`src/rtl/vga_timing_gen_if.sv`:
```
// Raster timing bundle between the timing generator and the pixel/colour
// generators: pixel enable, raster position, video window, syncs, strobes
// and the completed-frame count.
interface vga_timing_gen_if #(
    parameter int CNT_WIDTH   = 11,
    parameter int FRAME_WIDTH = 8
);
    logic                   pix_ce;
    logic [CNT_WIDTH-1:0]   col;
    logic [CNT_WIDTH-1:0]   row;
    logic                   vid_on;
    logic                   hsync;
    logic                   vsync;
    logic                   line_start;
    logic                   frame_start;
    logic [FRAME_WIDTH-1:0] frame_cnt;

    // Timing generator side.
    modport master (
        output pix_ce, col, row, vid_on, hsync, vsync,
               line_start, frame_start, frame_cnt
    );

    // Consumer side (pixel/colour generators).
    modport slave (
        input  pix_ce, col, row, vid_on, hsync, vsync,
               line_start, frame_start, frame_cnt
    );
endinterface

```
`src/rtl/vga_timing_gen.sv`:
```
// Parametrised VGA raster timing generator running from a fast system clock.
// A divider produces the pixel clock enable; col/row counters advance on it
// and every decoded output is registered from the next-state counter values,
// so decode always lines up with the current position.
module vga_timing_gen #(
    parameter int HDISP       = 640,
    parameter int HFP         = 16,
    parameter int HPW         = 96,
    parameter int HBP         = 48,
    parameter int VDISP       = 480,
    parameter int VFP         = 10,
    parameter int VPW         = 2,
    parameter int VBP         = 33,
    parameter int HSYNC_POL   = 0,
    parameter int VSYNC_POL   = 0,
    parameter int PIX_DIV     = 1,
    parameter int CNT_WIDTH   = 11,
    parameter int FRAME_WIDTH = 8
) (
    input  logic             clk,
    input  logic             rst,      // synchronous, active low
    input  logic             en,       // 0 freezes all timing state
    vga_timing_gen_if.master vga
);
    localparam int HTOT = HDISP + HFP + HPW + HBP;
    localparam int VTOT = VDISP + VFP + VPW + VBP;

    localparam logic [CNT_WIDTH-1:0] H_LAST   = CNT_WIDTH'(HTOT - 1);
    localparam logic [CNT_WIDTH-1:0] V_LAST   = CNT_WIDTH'(VTOT - 1);
    localparam logic [CNT_WIDTH-1:0] H_DISP   = CNT_WIDTH'(HDISP);
    localparam logic [CNT_WIDTH-1:0] V_DISP   = CNT_WIDTH'(VDISP);
    localparam logic [CNT_WIDTH-1:0] HS_START = CNT_WIDTH'(HDISP + HFP);
    localparam logic [CNT_WIDTH-1:0] HS_END   = CNT_WIDTH'(HDISP + HFP + HPW);
    localparam logic [CNT_WIDTH-1:0] VS_START = CNT_WIDTH'(VDISP + VFP);
    localparam logic [CNT_WIDTH-1:0] VS_END   = CNT_WIDTH'(VDISP + VFP + VPW);

    localparam logic HS_ACT = (HSYNC_POL != 0);
    localparam logic VS_ACT = (VSYNC_POL != 0);

    logic                   pix_ce;

    logic [CNT_WIDTH-1:0]   col_reg, col_next;
    logic [CNT_WIDTH-1:0]   row_reg, row_next;
    logic                   col_wrap, row_wrap;
    logic                   line_wrap, frame_wrap;

    logic                   vid_on_reg, vid_on_next;
    logic                   hsync_reg, hsync_next;
    logic                   vsync_reg, vsync_next;
    logic                   line_start_reg;
    logic                   frame_start_reg;
    logic [FRAME_WIDTH-1:0] frame_cnt_reg;

    // ------------------------------------------------------------------
    // Pixel clock enable. With a divide-by-one there is no divider state
    // at all and the enable is simply the run enable.
    // ------------------------------------------------------------------
    generate
        if (PIX_DIV == 1) begin : g_no_div
            assign pix_ce = en;
        end else begin : g_div
            localparam int DIV_W = $clog2(PIX_DIV);
            localparam logic [DIV_W-1:0] DIV_LAST = DIV_W'(PIX_DIV - 1);

            logic [DIV_W-1:0] div_reg, div_next;

            // Divider next state: count while enabled, wrap after the last phase.
            always_comb begin
                div_next = div_reg;
                if (en) begin
                    if (div_reg == DIV_LAST) begin
                        div_next = '0;
                    end else begin
                        div_next = div_reg + DIV_W'(1);
                    end
                end
            end

            // Divider state register.
            always_ff @(posedge clk) begin
                if (!rst) begin
                    div_reg <= '0;
                end else begin
                    div_reg <= div_next;
                end
            end

            // Enable drops in the same cycle as en, so a stop on the last
            // divider phase suppresses the advance.
            assign pix_ce = en && (div_reg == DIV_LAST);
        end
    endgenerate

    // ------------------------------------------------------------------
    // Raster counters
    // ------------------------------------------------------------------
    assign col_wrap   = (col_reg == H_LAST);
    assign row_wrap   = (row_reg == V_LAST);
    assign line_wrap  = pix_ce && col_wrap;
    assign frame_wrap = line_wrap && row_wrap;

    // Counter next state: col steps per pixel, row steps on each line wrap.
    always_comb begin
        col_next = col_reg;
        row_next = row_reg;
        if (pix_ce) begin
            if (col_wrap) begin
                col_next = '0;
                if (row_wrap) begin
                    row_next = '0;
                end else begin
                    row_next = row_reg + CNT_WIDTH'(1);
                end
            end else begin
                col_next = col_reg + CNT_WIDTH'(1);
            end
        end
    end

    // ------------------------------------------------------------------
    // Decode from next-state counters so the registered outputs line up
    // with the registered position. vsync looks at row only, so it spans
    // whole lines.
    // ------------------------------------------------------------------
    always_comb begin
        vid_on_next = (col_next < H_DISP) && (row_next < V_DISP);

        if ((col_next >= HS_START) && (col_next < HS_END)) begin
            hsync_next = HS_ACT;
        end else begin
            hsync_next = !HS_ACT;
        end

        if ((row_next >= VS_START) && (row_next < VS_END)) begin
            vsync_next = VS_ACT;
        end else begin
            vsync_next = !VS_ACT;
        end
    end

    // Position and decoded-output registers. Reset parks the raster at the
    // last pixel of the frame (inside both back porches) so the first
    // advance lands on (0,0) with a full set of start strobes.
    always_ff @(posedge clk) begin
        if (!rst) begin
            col_reg         <= H_LAST;
            row_reg         <= V_LAST;
            vid_on_reg      <= 1'b0;
            hsync_reg       <= !HS_ACT;
            vsync_reg       <= !VS_ACT;
            line_start_reg  <= 1'b0;
            frame_start_reg <= 1'b0;
        end else begin
            col_reg         <= col_next;
            row_reg         <= row_next;
            vid_on_reg      <= vid_on_next;
            hsync_reg       <= hsync_next;
            vsync_reg       <= vsync_next;
            line_start_reg  <= line_wrap;
            frame_start_reg <= frame_wrap;
        end
    end

    // Completed-frame counter, stepped on the same edge as frame_start.
    always_ff @(posedge clk) begin
        if (!rst) begin
            frame_cnt_reg <= '0;
        end else if (frame_wrap) begin
            frame_cnt_reg <= frame_cnt_reg + FRAME_WIDTH'(1);
        end
    end

    assign vga.pix_ce      = pix_ce;
    assign vga.col         = col_reg;
    assign vga.row         = row_reg;
    assign vga.vid_on      = vid_on_reg;
    assign vga.hsync       = hsync_reg;
    assign vga.vsync       = vsync_reg;
    assign vga.line_start  = line_start_reg;
    assign vga.frame_start = frame_start_reg;
    assign vga.frame_cnt   = frame_cnt_reg;

endmodule

```
`src/flat_wrapper.sv`:
```
// flat-port wrapper written by rule: the top's interface ports become plain ports
module vga_timing_gen_flat 
#(
    parameter int HDISP       = 640,
    parameter int HFP         = 16,
    parameter int HPW         = 96,
    parameter int HBP         = 48,
    parameter int VDISP       = 480,
    parameter int VFP         = 10,
    parameter int VPW         = 2,
    parameter int VBP         = 33,
    parameter int HSYNC_POL   = 0,
    parameter int VSYNC_POL   = 0,
    parameter int PIX_DIV     = 1,
    parameter int CNT_WIDTH   = 11,
    parameter int FRAME_WIDTH = 8
)
  (clk, rst, en, vga_pix_ce, vga_col, vga_row, vga_vid_on, vga_hsync, vga_vsync, vga_line_start, vga_frame_start, vga_frame_cnt);
  vga_timing_gen_if #(.CNT_WIDTH(CNT_WIDTH), .FRAME_WIDTH(FRAME_WIDTH)) vga_i ();
  input  logic clk;
  input  logic rst;
  input  logic en;
  output wire logic [$bits(vga_i.pix_ce)-1:0] vga_pix_ce;
  output wire logic [$bits(vga_i.col)-1:0] vga_col;
  output wire logic [$bits(vga_i.row)-1:0] vga_row;
  output wire logic [$bits(vga_i.vid_on)-1:0] vga_vid_on;
  output wire logic [$bits(vga_i.hsync)-1:0] vga_hsync;
  output wire logic [$bits(vga_i.vsync)-1:0] vga_vsync;
  output wire logic [$bits(vga_i.line_start)-1:0] vga_line_start;
  output wire logic [$bits(vga_i.frame_start)-1:0] vga_frame_start;
  output wire logic [$bits(vga_i.frame_cnt)-1:0] vga_frame_cnt;
  assign vga_pix_ce = vga_i.pix_ce;
  assign vga_col = vga_i.col;
  assign vga_row = vga_i.row;
  assign vga_vid_on = vga_i.vid_on;
  assign vga_hsync = vga_i.hsync;
  assign vga_vsync = vga_i.vsync;
  assign vga_line_start = vga_i.line_start;
  assign vga_frame_start = vga_i.frame_start;
  assign vga_frame_cnt = vga_i.frame_cnt;
  vga_timing_gen #(.HDISP(HDISP), .HFP(HFP), .HPW(HPW), .HBP(HBP), .VDISP(VDISP), .VFP(VFP), .VPW(VPW), .VBP(VBP), .HSYNC_POL(HSYNC_POL), .VSYNC_POL(VSYNC_POL), .PIX_DIV(PIX_DIV), .CNT_WIDTH(CNT_WIDTH), .FRAME_WIDTH(FRAME_WIDTH)) u_core (.clk(clk), .rst(rst), .en(en), .vga(vga_i));
endmodule
```
`config.mk`:
```
export PLATFORM = sky130hd
export DESIGN_NAME = vga_timing_gen_flat
export DESIGN_NICKNAME = d
export VERILOG_FILES = /design/src/rtl/vga_timing_gen_if.sv /design/src/rtl/vga_timing_gen.sv /design/src/flat_wrapper.sv
export SDC_FILE = /design/constraint.sdc
export NUM_CORES = 1
export LEC_CHECK = 0
export ABC_AREA = 1
export CAP_MARGIN = 40
export CORE_MARGIN = 3
export CORE_UTILIZATION = 47
export CTS_CLUSTER_DIAMETER = 80
export CTS_CLUSTER_SIZE = 40
export DETAILED_ROUTE_END_ITERATION = 12
export GPL_TIMING_DRIVEN = 0
export PLACE_DENSITY_LB_ADDON = 0.12
export SYNTH_ARGS = -nofsm -noshare
export SYNTH_HDL_FRONTEND = slang
export SYNTH_SLANG_ARGS = --single-unit
```
`constraint.sdc`:
```
create_clock -name clk -period 4 [get_ports clk]
set_clock_uncertainty 0.1 [all_clocks]
set_input_delay 0.8 -clock clk [delete_from_list [all_inputs] [get_ports clk]]
set_output_delay 0.8 -clock clk [all_outputs]
set_load 0.05 [all_outputs]
```
==> run_results.csv <==
group,metric,value,unit
placed_design,placement.io_buffers,37,
clocking,ctsLongestPathBuffers,2,
sta,maxClockFrequency,391,MHz
pwr,power.static_leakage,0.00109,uW
sta,period_needed,2560,ps
yosys,synth-main-ff-cell,"dfxtp_1",
yosys,number_of_flops_mapped_to_enable_cells_by_yosys,0,
critical_path,crit_path_max_incr_delay,780,ps
clocking,clock_tree_from_tritoncts,"done",
drt,first_pass_iters,5,
placed_design,post-dp-hpwl,3560,um
sta,final-setup-viol-count,0,
clocking,clock_tree.root_cell,"clkbuf_8",
critical_path,cpMaxStageDelayCell,"clkdlybuf4s50_1",
global_route,maximum_number_of_pins_on_one_net_before_global_route_repair,11,
drt,via_per_inst,5.06,
pwr,power_density,391,mW/mm^2
finish,syn_to_final_growth,25.8,%
clocking,numCtsBuffers,5,
pwr,worst_ir_drop_vdd,0.217,mV
sta,totalNegativeSetupSlack,0,ps
die,die_w,71.5,um
die,boundaryPins,39,
finish,most_frequent_cells_in_the_layout,"nand2_1, inv_1, clkdlybuf4s50_1, nor2_1, dfxtp_1",
sta,report.final.slew_viol_count,0,
finish,final_core_utilization,62.5,%
drt,drt_iter0_markers,147,
finish,antenna-diode-count,0,
worst_hold_path,worst_min_delay_path_class,"flip-flop to flip-flop",
clocking,ctsHoldBuffers,0,
global_route,number_of_global_route_vias_before_repair,1873,
yosys,postSynthAreaPerCell,6.79,um^2
die,floorplan.initialDensity,49.7,%
sta,rsz_0062_raised_after_global_routing,"false",
die,floorplan.die_area,0.00511,mm^2
finish,fin_nets,348,
drt,ant_nets,0,
sta,report.final.hold_viol_count,0,
clocking,h-tree-depth,2,
die,die_y,71.5,um
yosys,synth_area_leader_cell,"dfxtp_1",
die,core_box_area,0.00406,mm^2
critical_path,regToRegSetupSlack,1990,ps
yosys,synthesized_flop_and_latch_total,35,
clocking,post-cts-setup-buffer-count,0,
die,num_rows,23,
finish,mostFrequentLayoutCell,"nand2_1",
global_route,grt.total_usage,20.5,%
yosys,post_synth_instance_area,0.00202,mm^2
critical_path,path_max_fanout,2,
yosys,synth_seq_area_share,34.7,%
yosys,synth_top_area_share,34.7,%
critical_path,worstPathBufferInverterCount,2,
global_route,globalRouteOverflowTotal,0,
critical_path,crit_path_cell_trace,"buf_4, clkdlybuf4s50_1",
yosys,asyncSetResetFlopFracSynth,0,%
finish,finalNonFillerCells,391,
drt,post_drt_wl_per_cell,12.4,um
critical_path,critical_path.top_delay_family,"buffers and inverters",
yosys,yosysUniqueCellTypes,31,
finish,layout-drive-gt1-share,10.9,%
global_route,number_of_antenna_violations_at_the_first_check_in_global_routing,0,
sta,slew_headroom,61.7,%
clocking,numClockSinks,35,
clocking,worst_setup_hold_path_clk_slew,70,ps
yosys,synth-warning-count,0,
yosys,syn-instance-count,297,
drt,routed_wl,4860,um
yosys,ys_top_cells_by_area,"dfxtp_1, nand2_1, nand3_1, inv_1, nor2_1",
critical_path,crit_required,3100,ps
global_route,grt_pass1_wl,8310,um
placed_design,gp_routability_congestion,0.897,
drt,routed-via-count,1978,
clocking,post_cts.resized_instances,0,
critical_path,cp-end-kind,"primary output",
status,run_status,"complete, no violations",
placed_design,placed_cells,384,
sta,worst_pin_slew,574,ps
critical_path,start_kind,"input port",
critical_path,crit_arrival,1660,ps
critical_path,worstSetupPathType,"input port to primary output",
sta,timing.final.crit_share,64.0,%
yosys,synth_fp_nets,304,
job,cap_viol_max_count,0,
clocking,clkLatencyLatePin,280,ps
drt,post-route-drc-count,0,
-- report_power, final --
| group | switching (uW) | leakage (uW) | internal [uW] | total (uW) |
|---|---|---|---|---|
| clock | 124 | 0.0000470 | 135 | 259 |
| combinational | 234 | 0.000760 | 103 | 337 |
| sequential | 26.2 | 0.000285 | 370 | 396 |
-- cells by family after synthesis --
logic type                 synth area share [%]
DFF                                        34.7
buffers and inverters                      10.3
and+or+nand+nor                            42.7
adders and majority gates                  2.48
xor gates and xnor gates                   3.04
AOI/OAI and AO/OA                          6.76
-- cell usage after synthesis (2+ instances only) --
master	count
nand2_1	70
inv_1	40
dfxtp_1	35
nor2_1	35
nand3_1	32
nand4_1	12
a21oi_1	9
nor2_2	9
xor2_1	6
nor3_1	5
o21ai_0	5
ha_1	4
nand3_2	4
inv_2	3
nand2_2	3
o21ai_1	3
o21bai_1	3
a31oi_1	2
buf_4	2
clkbuf_1	2
nor2_4	2
nor2_8	2
-- cell type report --
class / count / area (um^2)
Inverter: 44 / 165
Buffer: 7 / 42.5
Sequential cell: 35 / 701
Multi-Input combinational cell: 211 / 1110
Fill cell: 364 / 1520
Clock inverter: 1 / 5.00
Clock buffer: 6 / 82.6
Tap cell: 50 / 62.6
Timing Repair Buffer: 37 / 370
-- routing by layer --
layer  global-route usage, %  routed length, um  vias to the layer above
met2                    31.6               2180                       59
li1                        -                  -                     1034
met4                    7.93                 63                        0
met3                    5.61                294                        6
met5                       0                  0                        -
met1                    27.4               2320                      879
-- worst paths after layout --
kind / to / start / cells past startpoint
worst min register to register: u_core.vga.frame_cnt[6] / u_core.vga.frame_cnt[6] / 2
worst max register to register: u_core.vga.vsync / u_core.vga.col[0] / 10
worst max-delay path: vga_pix_ce / en / 2
worst min-delay path: u_core.vga.frame_cnt[6] / u_core.vga.frame_cnt[6] / 2
-- metrics by stage --
stage               total power [uW]  instance area, um^2  hold slack (ps)  worst slack, ps
floorplan                        652                 2020              598             1910
global placement                 736                 2450              368             1320
detailed placement               738                 2450              381             1330
CTS                             1000                 2540              392             1440
global route                    1050                 2540              435             1420
finish                           992                 2540              390             1440
Note: power is estimated with default switching activity, not from simulation.
